<file path="config.mk">
export PLATFORM = sky130hd
export DESIGN_NAME = afifo_rd_packer
export DESIGN_NICKNAME = d
export VERILOG_FILES = /design/src/rtl/afifo_pkg.sv /design/src/rtl/pack_out_slot.sv /design/src/rtl/afifo_rd_packer.sv
export SDC_FILE = /design/constraint.sdc
export NUM_CORES = 1
export LEC_CHECK = 0
export ABC_AREA = 1
export CORE_ASPECT_RATIO = 0.5
export CORE_MARGIN = 2
export CORE_UTILIZATION = 45
export CTS_CLUSTER_SIZE = 20
export DETAILED_ROUTE_END_ITERATION = 8
export PLACE_DENSITY = 0.68
export SYNTH_ARGS = -nofsm -noshare
export SYNTH_HDL_FRONTEND = slang
export SYNTH_HIERARCHICAL = 1
export SYNTH_SLANG_ARGS = --single-unit
</file>
<file path="constraint.sdc">
create_clock -name rclk -period 2.18 [get_ports rclk]
set_clock_uncertainty 0.05 [all_clocks]
set_input_delay 0.545 -clock rclk [delete_from_list [all_inputs] [get_ports rclk]]
set_output_delay 0.545 -clock rclk [all_outputs]
set_load 0.05 [all_outputs]
</file>
<file path="src/rtl/afifo_pkg.sv">
// Shared definitions for the async-FIFO read-side packer.
package afifo_pkg;

  localparam int DATASIZE_DEF = 8;
  localparam int MAX_RATIO    = 32;

  typedef enum logic {
    ST_WARMUP = 1'b0,
    ST_RUN    = 1'b1
  } state_e;

  // Contiguous lane-valid mask with the low cnt bits set.
  function automatic logic [MAX_RATIO-1:0] keep_mask(input int unsigned cnt);
    logic [MAX_RATIO:0] m;
    m = ((MAX_RATIO+1)'(1) << cnt) - (MAX_RATIO+1)'(1);
    return m[MAX_RATIO-1:0];
  endfunction

endpackage

</file>
<file path="src/rtl/pack_out_slot.sv">
// Valid/ready output register: loads a packed word, holds it under backpressure,
// drains on accept.
module pack_out_slot #(
  parameter int W  = 32,
  parameter int KW = 4
) (
  input  logic          clk_i,
  input  logic          rst_i,
  input  logic          load_i,
  input  logic [W-1:0]  data_i,
  input  logic [KW-1:0] keep_i,
  input  logic          ready_i,
  output logic          free_o,
  output logic          valid_o,
  output logic [W-1:0]  data_o,
  output logic [KW-1:0] keep_o
);

  logic          valid_q;
  logic [W-1:0]  data_q;
  logic [KW-1:0] keep_q;

  assign free_o = ~valid_q | ready_i;

  always_ff @(posedge clk_i) begin
    if (rst_i) begin
      valid_q <= 1'b0;
      data_q  <= '0;
      keep_q  <= '0;
    end else if (load_i) begin
      valid_q <= 1'b1;
      data_q  <= data_i;
      keep_q  <= keep_i;
    end else if (ready_i) begin
      valid_q <= 1'b0;
    end
  end

  assign valid_o = valid_q;
  assign data_o  = data_q;
  assign keep_o  = keep_q;

endmodule

</file>
<file path="src/rtl/afifo_rd_packer.sv">
// Pops entries from the async FIFO read port and packs RATIO of them into one
// wide word; partial words leave on idle timeout or flush.
module afifo_rd_packer
  import afifo_pkg::*;
#(
  parameter int DATASIZE = DATASIZE_DEF,
  parameter int RATIO    = 4,
  parameter int TIMEOUT  = 16,
  parameter int WARMUP   = 2
) (
  input  logic                      rclk,
  input  logic                      rrst,
  input  logic                      rempty,
  input  logic [DATASIZE-1:0]       rdata,
  output logic                      rinc,
  input  logic                      flush,
  output logic [DATASIZE*RATIO-1:0] m_data,
  output logic [RATIO-1:0]          m_keep,
  output logic                      m_valid,
  input  logic                      m_ready
);

  localparam int CW = $clog2(RATIO+1);
  localparam int IW = (TIMEOUT > 0) ? $clog2(TIMEOUT+1) : 1;
  localparam int WW = (WARMUP  > 0) ? $clog2(WARMUP+1)  : 1;
  localparam state_e ST_RST = (WARMUP == 0) ? ST_RUN : ST_WARMUP;

  state_e                           state_q, state_d;
  logic [WW-1:0]                    wcnt_q, wcnt_d;
  logic [CW-1:0]                    cnt_q, cnt_d;
  logic [RATIO-1:0][DATASIZE-1:0]   acc_q, acc_d;
  logic [IW-1:0]                    idle_q, idle_d;
  logic                             fpend_q, fpend_d;

  logic                             full, nz, timeout, free, xfer, pop;
  logic [RATIO-1:0]                 keep_w;
  logic [RATIO-1:0][DATASIZE-1:0]   word_w;

  // rempty is not trusted right after reset, so popping waits for RUN.
  always_comb begin
    state_d = state_q;
    wcnt_d  = wcnt_q;
    case (state_q)
      ST_WARMUP: begin
        if (wcnt_q != '0) wcnt_d = wcnt_q - WW'(1);
        if (wcnt_q <= WW'(1)) state_d = ST_RUN;
      end
      default: state_d = ST_RUN;
    endcase
  end

  assign full    = (cnt_q == CW'(RATIO));
  assign nz      = (cnt_q != '0);
  assign timeout = (TIMEOUT != 0) && (idle_q == IW'(TIMEOUT));
  assign xfer    = free & (full | (nz & (timeout | flush | fpend_q)));
  // m_ready reaches rinc through free/xfer so a full accumulator can refill
  // in the same cycle it drains.
  assign pop     = (state_q == ST_RUN) & ~rempty & (~full | xfer);
  assign rinc    = pop;

  assign keep_w  = RATIO'(keep_mask(32'(cnt_q)));

  always_comb begin
    word_w = '0;
    for (int i = 0; i < RATIO; i++)
      if (keep_w[i]) word_w[i] = acc_q[i];
  end

  always_comb begin
    acc_d = acc_q;
    cnt_d = cnt_q;
    if (pop) begin
      if (xfer) begin
        acc_d[0] = rdata;
        cnt_d    = CW'(1);
      end else begin
        for (int i = 0; i < RATIO; i++)
          if (cnt_q == CW'(i)) acc_d[i] = rdata;
        cnt_d = cnt_q + CW'(1);
      end
    end else if (xfer) begin
      cnt_d = '0;
    end
  end

  always_comb begin
    idle_d = idle_q;
    if (pop | xfer | ~nz)             idle_d = '0;
    else if (idle_q != IW'(TIMEOUT))  idle_d = idle_q + IW'(1);
    fpend_d = xfer ? 1'b0 : (fpend_q | (flush & nz & ~free));
  end

  always_ff @(posedge rclk) begin
    if (rrst) begin
      state_q <= ST_RST;
      wcnt_q  <= WW'(WARMUP);
      cnt_q   <= '0;
      acc_q   <= '0;
      idle_q  <= '0;
      fpend_q <= 1'b0;
    end else begin
      state_q <= state_d;
      wcnt_q  <= wcnt_d;
      cnt_q   <= cnt_d;
      acc_q   <= acc_d;
      idle_q  <= idle_d;
      fpend_q <= fpend_d;
    end
  end

  pack_out_slot #(.W(DATASIZE*RATIO), .KW(RATIO)) u_slot (
    .clk_i   (rclk),
    .rst_i   (rrst),
    .load_i  (xfer),
    .data_i  (word_w),
    .keep_i  (keep_w),
    .ready_i (m_ready),
    .free_o  (free),
    .valid_o (m_valid),
    .data_o  (m_data),
    .keep_o  (m_keep)
  );

endmodule

</file>
## Yosys cells after proc, flatten, opt, wreduce, memory -nomap -nowiden

Index checks and enable logic that the tools add are counted.
Widths: inputs -> output; s select.

- Order comparisons: 1
- Eq/ne operators: 6
- Multiplexer cells: 13
- Reduce and logical (&&, ||, !) cells: 13
- $add $sub $neg: 4
- Bitwise logic cells: 21
- Shift-type cells: 1

Operator list:

| kind | number |
|---|---|
| $mux 8 | 6 |
| $mux 3 | 3 |
| $reduce_and 3->1 | 3 |
| $or 1x1->1 | 8 |
| $reduce_bool 2->1 | 4 |
| $not 1->1 | 7 |
| $and 1x1->1 | 6 |
| $eq 3x2->1 const B | 2 |
| $add 5x1->5 const B | 1 |
| $eq 5x5->1 const B | 1 |
| $ne 5x5->1 const B | 1 |
| $mux 1 | 4 |
| $reduce_and 2->1 | 2 |
| $reduce_or 2->1 | 2 |
| $shl 1x3->4 const A | 1 |
| $sub 4x2->4 const B | 1 |
| $add 3x1->3 const B | 1 |
| $eq 3x1->1 const B | 1 |
| $eq 3x3->1 const B | 1 |
| $logic_not 3->1 | 1 |
| $reduce_bool 3->1 | 1 |
| $le 2x1->1 const B | 1 |
| $sub 2x1->2 const B | 1 |

- Output and inout port bits: 38
- Bits of input ports: 13
- Register bits: 81

## Longest topological paths before layout

Gate-level depths: netlist (run 1).

- Word-level depth: 11
- Mapped depth: 14
- Depth with buffers taken out: 11

## Modules after synthesis

Netlist (run 1), hierarchy kept.

Modules (own cells, without submodules):

| module | cells an instance | area an instance (µm²) | instances | seq. area each (µm²) |
|---|---|---|---|---|
| afifo_rd_packer | 348 | 2290.9 | 1 | 880.8 |
| pack_out_slot | 160 | 1427.6 | 1 | 740.7 |

## Worst setup path after synthesis (run 1)

No wires, ideal clock.

- Kind: flip-flop to output port
- From: reg cnt_q[1]
- To: out rinc
- Slack: 0.270 ns
- Arrival: 1.315 ns
- Data required time: 1.585 ns
- Buffers on the path: 1
- Stages on the path, launching flop included: 7
- Cell sequence: dfxtp_1 inv_1 ha_1 nand2_1 nor2_1 nor2_4 buf_2

- Longest elaborated chain between the ends: 6
- Elaborated cells on any way between the ends: 8
- Classes of those cells: eq/ne: 1; bitwise: 6; reduce/logical: 1

Ends and longest elaborated chain:

| what | RTL line | RTL |
|---|---|---|
| from (decl) | afifo_rd_packer.sv:30 | `logic [CW-1:0] cnt_q, cnt_d;` |
| from (signal assigned) | afifo_rd_packer.sv:104 | `cnt_q <= cnt_d;` |
| $reduce_bool 3->1 | afifo_rd_packer.sv:53 | `assign nz = (cnt_q != '0);` |
| $and 1x1->1 | afifo_rd_packer.sv:55 | `assign xfer = free & (full \| (nz & (timeout \| flush \| fpend_q)));` |
| $or 1x1->1 | afifo_rd_packer.sv:55 |  |
| $and 1x1->1 | afifo_rd_packer.sv:55 |  |
| $or 1x1->1 (*) | afifo_rd_packer.sv:58 | `assign pop = (state_q == ST_RUN) & ~rempty & (~full \| xfer);` |
| $and 1x1->1 (*) | afifo_rd_packer.sv:58 |  |
| to (decl) | afifo_rd_packer.sv:15 | `output logic rinc,` |

Every way passes the cells marked *; elsewhere a longest branch is shown, timed or not.

## Worst setup path in the final report (run 1)

- From: in m_ready
- To: out rinc

- Longest elaborated chain between the ends: 4

Ends and longest elaborated chain:

| what | RTL line | RTL |
|---|---|---|
| from (decl) | afifo_rd_packer.sv:20 | `input logic m_ready` |
| $or 1x1->1 | pack_out_slot.sv:23 | `assign free_o = ~valid_q \| ready_i;` |
| named net free | afifo_rd_packer.sv:35 | `logic full, nz, timeout, free, xfer, pop;` |
| $and 1x1->1 | afifo_rd_packer.sv:55 |  |
| $or 1x1->1 | afifo_rd_packer.sv:58 |  |
| $and 1x1->1 | afifo_rd_packer.sv:58 |  |

The timed path passes the listed nets, and every way through them passes these cells.

==> results of run 1 <==
==> critical path, cell delays in order <==
cell and delay, ns:
sky130_fd_sc_hd__clkdlybuf4s50_1 0.45, sky130_fd_sc_hd__inv_1 0.03, sky130_fd_sc_hd__nand2_1 0.10, sky130_fd_sc_hd__nor2_1 0.08, sky130_fd_sc_hd__nor2_4 0.15, sky130_fd_sc_hd__buf_12 0.16
==> logic make-up after synthesis <==
family,share of synthesized area
AOI/OAI and AO/OA,0.08143
xor gates and xnor gates,0.007067
adders and majority gates,0.03028
buffers and inverters,0.1258
DFF,0.4361
and+or+nand+nor,0.3193
==> per-stage QoR <==
stage                     hold slack, ns  power [W]  cell area (sq um)  utilization    TNS [ns]
final                             0.4173   0.004748               4582       0.5727           0
after CTS                         0.4235   0.004805               4578       0.5723           0
after global placement            0.4076   0.003415               4314       0.5393  -0.0006617
after detailed placement          0.4097   0.003426               4314       0.5393     -0.3129
after floorplan                   0.3862   0.002999               3719            -           0
after global routing              0.4600   0.005009               4582       0.5727           0
==> area by class of cell <==
type | count | area (sq um) | share of cell area
Sequential cell | 81 | 1625 | 0.3547
Inverter | 68 | 267.8 | 0.05844
Tap cell | 112 | 140.1 | 0.03058
Multi-Input combinational cell | 338 | 1629 | 0.3555
Clock inverter | 3 | 17.52 | 0.003823
Clock buffer | 12 | 246.5 | 0.05380
Timing Repair Buffer | 66 | 655.6 | 0.1431
==> report_power, final <==
group	internal [W]	total, W	switching (W)
combinational	0.000539	0.00159	0.00105
sequential	0.00169	0.00179	0.000103
clock	0.000792	0.00136	0.000570
total	0.00302	0.00475	0.00173
==> worst max-delay path by stage <==
| stage | to | slack (ns) | cells after the start |
|---|---|---|---|
| final | rinc | 0.05 | 6 |
| after global routing | rinc | 0.001 | 6 |
| after CTS | rinc | 0.03 | 6 |
| after detailed placement | u_slot/data_o[29]$_SDFFE_PP0P_ | -0.03 | 11 |
| after global placement | u_slot/data_o[29]$_SDFFE_PP0P_ | -0.0004 | 11 |
| after floorplan | rinc | 0.27 | 6 |
==> flip-flops by register name (all words and copies together) (netlist names) <==
| register | flops |
|---|---|
| acc_q | 32 |
| wcnt_q | 2 |
| cnt_q | 3 |
| u_slot/keep_o | 4 |
| u_slot/valid_o | 1 |
| state_q | 1 |
| idle_q | 5 |
| u_slot/data_o | 32 |
| fpend_q | 1 |
==> layer usage <==
metal / track usage / wire length (um)
met4: 0.09140 / 95
met1: 0.2461 / 3934
met3: 0.05111 / 365
met5: 0 / 0
met2: 0.2902 / 3274
==> layout by cell type (no fill, tap or decap), drive strengths merged, types with 9 or more instances in the layout <==
cell	count
ha	9
inv	67
clkdlybuf4s50	49
buf	17
o21ai	39
nand2	72
nand3	17
dfxtp	81
nor2	174
clkbuf	12
a21oi	16
==> results.sh, run 1 <==
export IMPL_cp_required_ns=1.58
export IMPL_synth_cells_most_frequent="140 x sky130_fd_sc_hd__nor2_1, 81 x sky130_fd_sc_hd__dfxtp_1, 69 x sky130_fd_sc_hd__nand2_1"
export IMPL_cts_repair_resized=0
export IMPL_grt_setup_unrepaired="false"
export IMPL_die_height_um=68.28
export IMPL_asyncSetResetFlopFracSynth=0
export IMPL_cts_inserted_buffers=9
export IMPL_worstSetupEndpointType="primary output"
export IMPL_clock_tree_htree_level_count=3
export IMPL_post_synthesis_area_per_instance_sq_um=7.320
export IMPL_clkSinkCount=81
export IMPL_setup_violations_final=0
export IMPL_gr_total_overflow=0
export IMPL_p_per_area_nw_per_um2=1036
export IMPL_number_of_fillers_in_the_final_layout=794
export IMPL_pleak_nw=2.113
export IMPL_status="complete, no violations"
export IMPL_timing_max_slew_rel_slack=0.6488
export IMPL_clock_fmax_mhz=470.4
export IMPL_fin_ws_ns=0.05413
export IMPL_ys_top_cells_by_area="sky130_fd_sc_hd__dfxtp_1 44%, sky130_fd_sc_hd__nor2_1 14%, sky130_fd_sc_hd__nand2_1 7.0%"
export IMPL_synth_flop_cell="sky130_fd_sc_hd__dfxtp_1"
export IMPL_synth_top_area_cell="sky130_fd_sc_hd__dfxtp_1"
export IMPL_r2r_start="cnt_q[1]$_SDFFE_PP0P_"
export IMPL_routed_len_inst_um=11.28
export IMPL_timing_worst_setup_path_type="input port to primary output"
export IMPL_synth_distinct_cells=33
export IMPL_seq_area_frac_synth=0.4361
export IMPL_dp_final_hpwl_um=5286
export IMPL_netlist_area_sq_um=3719
export IMPL_peakVddDrop_uv=430.5
export IMPL_routed_via_density=4.474
export IMPL_dieWidth_um=132.6
export IMPL_grt_pass1_vias=2739
export IMPL_yosys_area_top_type_share=0.4361
export IMPL_top_level_ports=51
export IMPL_worstHoldStart="wcnt_q[1]$_SDFFE_PP1P_"
export IMPL_cts_tree="yes"
export IMPL_remaining_drc_errors=0
export IMPL_rrSetupSlack_ns=0.31
export IMPL_number_of_antenna_violations_at_the_first_check_in_global_routing=0
export IMPL_post_route_period_util=0.9752
export IMPL_min_period_ns=2.126
export IMPL_synth_edff_count=0
export IMPL_stdcell_count=680
export IMPL_synth_most_common_cell="sky130_fd_sc_hd__nor2_1"
export IMPL_ant_nets=0
export IMPL_synthesis_nets=530
export IMPL_drt_first_pass_iters=4
export IMPL_hold_path_cell_count=2
export IMPL_worst_r2r_path_depth=12
export IMPL_final_max_slew_viol_count=0
export IMPL_finish_net_count=586
export IMPL_detailedRoute_firstIterationViolations=124
export IMPL_buffer_type_at_the_clock_tree_root="sky130_fd_sc_hd__clkbuf_16"
export IMPL_fraction_of_final_layout_cells_with_drive_strength_greater_than_1=0.1373
export IMPL_critical_path_reg2reg_endpoint="u_slot/data_o[29]$_SDFFE_PP0P_"
export IMPL_floorplan_initialDensity=0.4648
export IMPL_grtUsageTotal=0.1875
export IMPL_clk_pin_slew_worst_paths_ns=0.06
export IMPL_flow_area_growth_from_synthesis_pct=23.22
export IMPL_grt_first_pass_wirelength_um=12960
export IMPL_gp_routability_congestion=0.8434
export IMPL_final_hold_violation_count=0
export IMPL_maximum_buffer_depth_of_the_clock_tree=2
export IMPL_worstMarginPinSlew_ns=0.5252
export IMPL_n_antenna_cell=0
export IMPL_cts_setup_buffers=0
export IMPL_ys_seq_elements=81
export IMPL_core_area_sq_um=8000
export IMPL_dp_slack_ns=-0.03132
export IMPL_io_buffers=50
export IMPL_worstHoldPathType="register to register"
export IMPL_worst_setup_path_startpoint="m_ready"
export IMPL_maxCapViolations=0
export IMPL_placed_cells=665
export IMPL_drt_total_wl_um=7669
export IMPL_clock_latency_on_the_worst_skew_pair_ns=0.33
export IMPL_netlist_instances=508
export IMPL_critPathLaunchType="input port"
export IMPL_worst_path_max_fanout=3
export IMPL_cts_hold_repair_buffers=0
export IMPL_num_rows=23
export IMPL_die_area_sq_um=9051
export IMPL_worst_hold_path_endpoint="wcnt_q[1]$_SDFFE_PP1P_"
export IMPL_vias=3042
export IMPL_synthesis_yosys_warnings=6
export IMPL_grt_start_max_net_pins=38
export IMPL_worst_ep_arrival_time_ns=1.53
(Power assumes the default switching activity.)
==> run 2, diff against run 1 <==
--- a/config.mk
+++ b/config.mk
@@ -5,13 +5,12 @@
 export SDC_FILE = /design/constraint.sdc
 export NUM_CORES = 1
 export LEC_CHECK = 0
-export ABC_AREA = 1
 export CORE_ASPECT_RATIO = 0.5
 export CORE_MARGIN = 2
 export CORE_UTILIZATION = 45
 export CTS_CLUSTER_SIZE = 20
 export DETAILED_ROUTE_END_ITERATION = 8
-export PLACE_DENSITY = 0.68
+export PLACE_DENSITY = 0.76
 export SYNTH_ARGS = -nofsm -noshare
 export SYNTH_HDL_FRONTEND = slang
 export SYNTH_HIERARCHICAL = 1
==> run 2 against run 1 <==
  * Cell count shrank 24%
  * Flip-flop and latch count unchanged
  * Sequential share of layout area grew 0.73 points
  * Largest power group is now the clock network
  * Combinational power decreased by 45%
  * Utilization up 3.5 points
  * Largest cell class unchanged
  * Wire length is 8.0% lower
  * Total power is 13% lower
  * Count of clock-buffer cells in the layout is 1 lower
  * Critical endpoint is now m_valid
  * Via count down 16%
  * Register-to-register slack worse by 0.21 ns
  * Critical path depth is 5 lower
==> results.sh, run 2 <==
export IMPL_cts_hold_repair_buffers=0
export IMPL_n_antenna_cell=0
export IMPL_min_period_ns=2.119
export IMPL_met1Wirelength_um=3300
export IMPL_drt_first_pass_iters=4
export IMPL_drt_total_wl_um=7052
export IMPL_dp_final_hpwl_um=4841
export IMPL_ys_top_cells_by_area="sky130_fd_sc_hd__dfxtp_1 47%, sky130_fd_sc_hd__mux2i_1 18%, sky130_fd_sc_hd__nor2_1 5.0%"
export IMPL_die_area_sq_um=8448
export IMPL_peakVddDrop_uv=562.5
export IMPL_synth_edff_count=0
export IMPL_highest_signal_layer="met4"
export IMPL_finish_net_count=439
export IMPL_number_of_antenna_violations_at_the_first_check_in_global_routing=0
export IMPL_synth_distinct_cells=38
export IMPL_cp_required_ns=1.58
export IMPL_crit_path_cell_trace="clkdlybuf4s50_1"
export IMPL_ant_nets=0
export IMPL_most_common_layout_cells="80 x sky130_fd_sc_hd__dfxtp_1, 61 x sky130_fd_sc_hd__mux2i_1, 49 x sky130_fd_sc_hd__clkdlybuf4s50_1"
export IMPL_synth_flop_cell="sky130_fd_sc_hd__dfxtp_1"
export IMPL_setup_violations_final=0
export IMPL_clock_fmax_mhz=472.0
export IMPL_final_hold_violation_count=0
export IMPL_worstSetupEndpointType="primary output"
export IMPL_maxCapViolations=0
export IMPL_cpLargestDelayFamily="buffers and inverters"
export IMPL_floorplan_initialDensity=0.4690
export IMPL_synth_most_common_cell="sky130_fd_sc_hd__dfxtp_1"
export IMPL_core_area_sq_um=7377
export IMPL_routed_via_density=4.963
export IMPL_grtUsageTotal=0.1830
export IMPL_maximum_buffer_depth_of_the_clock_tree=2
export IMPL_gp_routability_congestion=0.8153
export IMPL_p_per_area_nw_per_um2=917.2
export IMPL_critical_path_reg2reg_endpoint="acc_q[9]$_SDFFE_PP0P_"
export IMPL_final_max_slew_viol_count=0
export IMPL_grt_setup_unrepaired="false"
export IMPL_worst_setup_path_startpoint="u_slot/valid_o$_SDFFE_PP0P_"
export IMPL_ys_seq_elements=81
export IMPL_status="complete, no violations"
export IMPL_worst_ep_arrival_time_ns=1.52
export IMPL_hold_slack_ns=0.4038
export IMPL_stdcell_count=517
export IMPL_multiInputGateArea_sq_um=1648
export IMPL_worstMarginPinSlew_ns=0.5502
export IMPL_netlist_area_sq_um=3460
export IMPL_timing_worst_setup_path_type="register to primary output"
export IMPL_amount_of_wire_on_met2_after_detailed_routing_um=3409
export IMPL_post_synthesis_area_per_instance_sq_um=9.941
export IMPL_pleak_nw=1.797
export IMPL_die_height_um=66
export IMPL_crit_end="m_valid"
export IMPL_detailedRoute_firstIterationViolations=66
export IMPL_netlist_instances=348
export IMPL_clock_latency_on_the_worst_skew_pair_ns=0.34
export IMPL_clkSinkCount=81
export IMPL_fraction_of_final_layout_cells_with_drive_strength_greater_than_1=0.1401
export IMPL_dp_slack_ns=-0.1594
export IMPL_cp_slowest_stage_delay_ns=0.82
export IMPL_critical_path_n_buffers_inverters=1
export IMPL_seq_area_frac_synth=0.4687
export IMPL_buffer_type_at_the_clock_tree_root="sky130_fd_sc_hd__clkbuf_16"
export IMPL_synthesis_yosys_warnings=6
export IMPL_r2r_start="cnt_q[0]$_SDFFE_PP0P_"
export IMPL_remaining_drc_errors=0
export IMPL_synth_top_area_cell="sky130_fd_sc_hd__dfxtp_1"
export IMPL_layout_area_seq_sq_um=1623
export IMPL_timing_max_slew_rel_slack=0.6318
export IMPL_dieWidth_um=128
export IMPL_cts_tree="yes"
export IMPL_clock_tree_htree_level_count=3
export IMPL_post_route_period_util=0.9718
export IMPL_critical_path_depth=1
export IMPL_total_power_w=0.004112
export IMPL_grt_pass1_vias=2584
export IMPL_top_level_ports=51
export IMPL_synthesis_nets=370
export IMPL_critical_path_slowest_cell="sky130_fd_sc_hd__clkdlybuf4s50_1"
export IMPL_yosys_area_top_type_share=0.4687
export IMPL_clk_pin_slew_worst_paths_ns=0.06
export IMPL_critPathLaunchType="register"
export IMPL_mostFrequentLayoutCell="sky130_fd_sc_hd__dfxtp_1"
export IMPL_grt_start_max_net_pins=41
export IMPL_core_occupancy_in_the_finished_layout=0.6077
export IMPL_worst_r2r_path_depth=7
export IMPL_vias=2566
export IMPL_number_of_fillers_in_the_final_layout=628
export IMPL_synth_cells_most_frequent="81 x sky130_fd_sc_hd__dfxtp_1, 61 x sky130_fd_sc_hd__mux2i_1, 46 x sky130_fd_sc_hd__nor2_1"
export IMPL_placed_cells=501
export IMPL_rrSetupSlack_ns=0.10
export IMPL_cts_inserted_buffers=9
export IMPL_gr_total_overflow=0
export IMPL_asyncSetResetFlopFracSynth=0
export IMPL_num_rows=22
export IMPL_grt_first_pass_wirelength_um=11810
export IMPL_fin_ws_ns=0.06142
export IMPL_io_buffers=50
export IMPL_met3WireLength_um=280
export IMPL_worst_path_max_fanout=2
export IMPL_flow_area_growth_from_synthesis_pct=29.58
export IMPL_routed_len_inst_um=13.64
export IMPL_worstHoldPathType="register to register"
-- run 2: cell count changes in the layout (fill, tap and decap cells not counted), moves of 14 or more --
| cell | change |
|---|---|
| sky130_fd_sc_hd__nor2_1 | -94 |
| sky130_fd_sc_hd__mux2i_1 | +61 |
| sky130_fd_sc_hd__inv_1 | -52 |
| sky130_fd_sc_hd__nand2_1 | -33 |
| sky130_fd_sc_hd__nor2_2 | -31 |
| sky130_fd_sc_hd__o21ai_0 | -22 |
| sky130_fd_sc_hd__nor2b_1 | +17 |
| sky130_fd_sc_hd__and2_1 | +16 |
| sky130_fd_sc_hd__o21ai_1 | -14 |
-- run 2: worst min path at each step --
stage                            from                     end  slack, ns  depth (start not counted)
5_1_grt        acc_q[24]$_SDFFE_PP0P_  acc_q[24]$_SDFFE_PP0P_       0.42                          2
2_1_floorplan  wcnt_q[1]$_SDFFE_PP1P_      state_q$_SDFF_PP0_       0.37                          1
3_5_place_dp   acc_q[20]$_SDFFE_PP0P_  acc_q[20]$_SDFFE_PP0P_       0.39                          2
3_3_place_gp   wcnt_q[1]$_SDFFE_PP1P_      state_q$_SDFF_PP0_       0.39                          1
6_report       acc_q[24]$_SDFFE_PP0P_  acc_q[24]$_SDFFE_PP0P_       0.40                          2
4_1_cts        acc_q[24]$_SDFFE_PP0P_  acc_q[24]$_SDFFE_PP0P_       0.41                          2
-- run 2: layout make-up --
type,count,share of cell area
multi-input combinational,236,0.3676
timing repair buffer,75,0.1585
sequential,81,0.3620
clock inverter,4,0.01702
inverter,14,0.01172
tap,96,0.02679
clock buffer,11,0.05638
-- run 2: routing by layer --
layer,global-route usage,up-vias
met5,0,-
met2,0.3255,26
met1,0.2100,1232
li1,-,1301
met4,0.04121,0
met3,0.07282,7
-- run 2: logic make-up after synthesis --
family	Yosys count	synth area share
mux	61	0.1765
flops	81	0.4687
fa+ha+maj	9	0.03255
xor+xnor	6	0.01519
simple gates	138	0.1978
buf+inv	31	0.05823
compound gates	22	0.05099
-- run 2: metrics by stage --
stage	setup TNS, ns	instance area (sq um)
2_1_floorplan	0	3460
3_3_place_gp	-5.278	4134
3_5_place_dp	-7.436	4134
4_1_cts	0	4469
5_1_grt	0	4483
6_report	0	4483
-- run 2: report_power, final --
part           switching [W]  leakage [nW]  internal, W  total (W)
combinational       0.000481         0.985     0.000393   0.000875
clock               0.000577         0.158      0.00106    0.00164
sequential         0.0000528         0.654      0.00155    0.00160
total                0.00111          1.80      0.00300    0.00411
-- run 2: timing repair --
| item | 4_1_cts | 5_1_grt |
|---|---|---|
| pin swaps | 0 | 2 |
| gates cloned | 0 | 0 |
| buffers inserted | 0 | 1 |
| setup endpoints to repair | 1 | 54 |
| resized for setup | 2 | 2 |
==> RTL change 1 (config.mk and constraints of run 1) <==
Change the package constant `DATASIZE_DEF` from 8 to 16.
--- a/src/rtl/afifo_pkg.sv
+++ b/src/rtl/afifo_pkg.sv
@@ -3,3 +3,3 @@
 
-  localparam int DATASIZE_DEF = 8;
+  localparam int DATASIZE_DEF = 16;
   localparam int MAX_RATIO    = 32;
Ports: changed (resized m_data and rdata); port bits go from 51 to 91. No check against the original RTL was run, so the function may have changed too.
==> RTL change 1 against run 1 <==
Area after synthesis is 67% higher. Sequential cell count up 64. Final cell count is 75% higher. Count of clock-buffer cells in the layout grew 5. Via count up 82%. Power rose by 89%. Routed wire length rose by 110%. Setup slack worse by 0.015 ns. Combinational power grew 70%. Cell area increased by 75%. Maximum frequency fell by 0.70%. Sequential power grew 79%. Largest cell class is now flip-flops and latches.
==> RTL change 1: results (changes against run 1) <==
length in cells of the worst reg-to-reg path=11 (was 12); CP max FO=2 (was 3); most frequent cells after synthesis=308 x nor2_1, 145 x dfxtp_1, 140 x nand2_1, 119 x inv_1, 66 x o21ai_0 (was 140 x nor2_1, 81 x dfxtp_1, 69 x nand2_1, 64 x inv_1, 31 x nor2_2); Peak Freq=467 MHz (was 470 MHz); IO Port Bufs=90 (was 50); detailed router's first-iteration violation count=482 (was 124); H-tree depth=4 (was 3); status=finished clean (unchanged); Num CTS Buffers=17 (was 9); synthesized instance count=912 (was 508); crit path launch=u_slot/data_o[56] (was m_ready); pre-CTS WS=-0.0633 ns (was -0.0313 ns); Via density=4.66 (was 4.47); relative slew slack=65.4% (was 64.9%); Comb group=2.70 mW (was 1.59 mW); vias in the first global route=4974 (was 2739); drt total wl=15.8 mm (was 7.67 mm); GP Congestion=0.775 (was 0.843); dominant cells by area after synthesis=dfxtp_1 47%, nor2_1 19%, nand2_1 8.5%, inv_1 7.2%, o21ai_0 5.3% (was dfxtp_1 44%, nor2_1 14%, nand2_1 7.0%, inv_1 6.5%, nor2_2 5.2%); Sw Pwr=3.26 mW (was 1.73 mW); DPL Wire Length=10.1 mm (was 5.29 mm); Worst EP arrival=1.55 ns (was 1.53 ns); Pre-Repair DR Iteration Count=7 (was 4); hold path start=acc_q[0] (was wcnt_q[1]); PostCTS Resize Cnt=7 (was 0); Hold EP=acc_q[0] (was wcnt_q[1]); fillers=1241 (was 794)
[RTL change 1: cell count changes after synthesis, sizes merged, moves of 14 or more]
cell	delta
clkbuf	+15
nand2	+70
dfxtp	+64
o21ai	+32
inv	+56
nor2	+138
buf	+14
[RTL change 1: cell families (layout without fill, tap and decap cells)]
group	after synthesis	after routing	synth area share [%]
compound gates	98	98	8.11
xor+xnor	3	3	0.424
fa+ha+maj	9	9	1.81
buf+inv	173	272	12.0
flops	145	145	46.8
simple gates	484	484	30.8
[RTL change 1: layout make-up]
type	count	area share (%)
sequential	145	36.2
multi-input combinational	594	31.9
timing repair buffer	117	15.7
inverter	123	5.75
clock buffer	17	5.30
tap	176	2.74
clock inverter	15	2.48
[RTL change 1: per-layer routing]
metal	routed length (um)	vias to the layer above	global-route usage [%]
met5	0	-	0
met2	6750	143	34.3
met3	1010	16	5.68
met4	167	0	5.59
met1	7880	2458	31.8
li1	-	2909	-
==> RTL change 2 (config.mk and constraints of run 1) <==
Without the edit above. Reset style: asynchronous (`rrst` and `rst_i`), changed in 2 clocked blocks.
--- a/src/rtl/pack_out_slot.sv
+++ b/src/rtl/pack_out_slot.sv
@@ -24,3 +24,3 @@
 
-  always_ff @(posedge clk_i) begin
+  always_ff @(posedge clk_i or posedge rst_i) begin
     if (rst_i) begin
--- a/src/rtl/afifo_rd_packer.sv
+++ b/src/rtl/afifo_rd_packer.sv
@@ -92,3 +92,3 @@
 
-  always_ff @(posedge rclk) begin
+  always_ff @(posedge rclk or posedge rrst) begin
     if (rrst) begin
Behaviour: differs if rrst is asserted again (counterexample within 4 cycles, from zero or initial values and one cycle with rrst high); with rrst held inactive, the same outputs for 10 cycles.
==> RTL change 2 against run 1 <==
Routed wire length is 7.0% higher. Setup slack better by 0.021 ns. Non-clock buffer count is 8 higher. Cell area is 6.3% higher. Sequential cell count stayed put. Count of clock-buffer cells in the layout stayed put. Area after synthesis is 4.1% higher. Maximum frequency is 1.0% higher.
Power is not compared: it rests on default switching activity, and its combinational part moved more than twofold at a synthesized area within 25%.
==> RTL change 2: results (changes against run 1) <==
ratio of cells with drive above 1 in the final layout=13.6% (was 13.7%); worst reg-to-reg setup slack=0.19 ns (was 0.31 ns); crit path launch=u_slot/data_o[9] (was m_ready); detailed router's first-iteration violation count=208 (was 124); Least-Margin Pin Slew=0.501 ns (was 0.525 ns); via count=3014 (was 3042); final antenna diode count=0 (unchanged); length in cells of the worst reg-to-reg path=11 (was 12); status=finished clean (unchanged); Peak Freq=475 MHz (was 470 MHz); largest net degree at the start of global routing=45 (was 38); most frequent cells after synthesis=182 x nand2_1, 80 x dfrtp_1, 50 x inv_1, 36 x nor2_1, 24 x nand4_1 (was 140 x nor2_1, 81 x dfxtp_1, 69 x nand2_1, 64 x inv_1, 31 x nor2_2); CP max FO=2 (was 3); fillers=761 (was 794); Setup crit end=m_data[9] (was rinc); Worst EP arrival=1.51 ns (was 1.53 ns); adder-cell share of the synthesized area=2.91% (was 3.03%); wire per inst=12.8 um (was 11.3 um); largest family of logic cells by synthesized area=simple AND/OR/NAND/NOR gates (unchanged); pre-CTS WS=-0.0829 ns (was -0.0313 ns); Worst-Skew Late Latency=0.34 ns; area fraction in compound gates after synthesis=1.74% (was 8.14%); DPL Wire Length=5.64 mm (was 5.29 mm); H-tree depth=3 (unchanged); Synth async-reset ratio=100% (was 0%); post-synthesis xor/xnor area fraction=0.679% (was 0.707%); MaxCap Viol Count=0 (unchanged); GR Util All Layers=20.0% (was 18.7%); RR Endpoint=acc_q[10] (was u_slot/data_o[29]); Post-Syn Nets=480 (was 530); GP Congestion=0.848 (was 0.843); vias in the first global route=2996 (was 2739); sequential share of the synthesized area=52.4% (was 43.6%); placed cell areas=0.00456 mm2 (was 0.00431 mm2); Crit Reg-Reg Startpoint=cnt_q[0] (was cnt_q[1]); dominant cells by area after synthesis=dfrtp_1 52%, nand2_1 18%, inv_1 4.8%, nand4_1 3.9%, nor2_1 3.5% (was dfxtp_1 44%, nor2_1 14%, nand2_1 7.0%, inv_1 6.5%, nor2_2 5.2%); cell with the most instances after synthesis=nand2_1 (was nor2_1); Max stage delay on crit path=0.81 ns (was 0.45 ns); commonest register cell after synthesis=dfrtp_1 (was dfxtp_1); post-synth cell types=31 (was 33); mux contribution to synthesized area=0% (unchanged); Clock Tree Buf Depth=2 (unchanged); global-route wire length before repair=14.5 mm (was 13.0 mm); Final nets=548 (was 586); Pre-Repair DR Iteration Count=5 (was 4)
==> RTL change 2: cell type report <==
cell class                 instances  area [um2]  share of cell area [%]
sequential                        81        2030                    41.6
timing repair buffer              74         734                    15.1
clock buffer                      12         246                    5.06
clock inverter                     4        28.8                   0.591
multi-input combinational        304        1470                    30.2
tap                              112         140                    2.88
inverter                          56         220                    4.52
==> RTL change 2: power by group through the flow <==
stage / sequential, mW / clock [mW] / combinational, mW
2_1_floorplan: 3.22 / 0 / 2.09
3_3_place_gp: 2.43 / 0 / 3.89
3_5_place_dp: 2.44 / 0 / 3.97
4_1_cts: 2.42 / 1.43 / 4.00
5_1_grt: 2.50 / 1.50 / 4.41
6_report: 2.42 / 1.39 / 3.97
==> RTL change 2: worst min-delay path by stage <==
stage	startpoint	to	slack [ns]	cells past startpoint
after floorplan	acc_q[24]	acc_q[24]	0.39	2
after global placement	u_slot/data_o[8]	u_slot/data_o[8]	0.41	2
after detailed placement	u_slot/data_o[5]	u_slot/data_o[5]	0.41	2
after CTS	u_slot/data_o[5]	u_slot/data_o[5]	0.42	2
after global routing	acc_q[0]	acc_q[0]	0.44	2
final	u_slot/data_o[20]	u_slot/data_o[20]	0.42	2
==> RTL change 2: logic make-up after synthesis <==
family | count (synthesis)
xor gates and xnor gates | 3
and+or+nand+nor | 282
adders and majority gates | 9
AOI/OAI and AO/OA | 10
buffers and inverters | 73
DFF | 81
==> RTL change 2: timing repair <==
item,CTS,global route
resized for setup,2,2
cloned,0,0
endpoints found under the setup margin,1,9
buffers inserted,2,1
pin swaps,0,1
==> RTL change 2: stage by stage <==
stage	hold slack [ns]	setup TNS [ns]	std cells
6_report	0.418	0	643
5_1_grt	0.439	0	643
4_1_cts	0.421	0	642
3_5_place_dp	0.407	-1.76	624
3_3_place_gp	0.405	-1.32	624
2_1_floorplan	0.392	0	458
==> RTL change 2: layer usage <==
layer	global-route usage (%)	wire length (um)	part of all wire [%]	up-vias
li1	-	-	-	1546
met1	28.6	4040	49	1411
met2	29.8	3620	44	48
met3	5.12	417	5.1	9
met4	6.60	116	1.4	0
met5	0	0	0	-
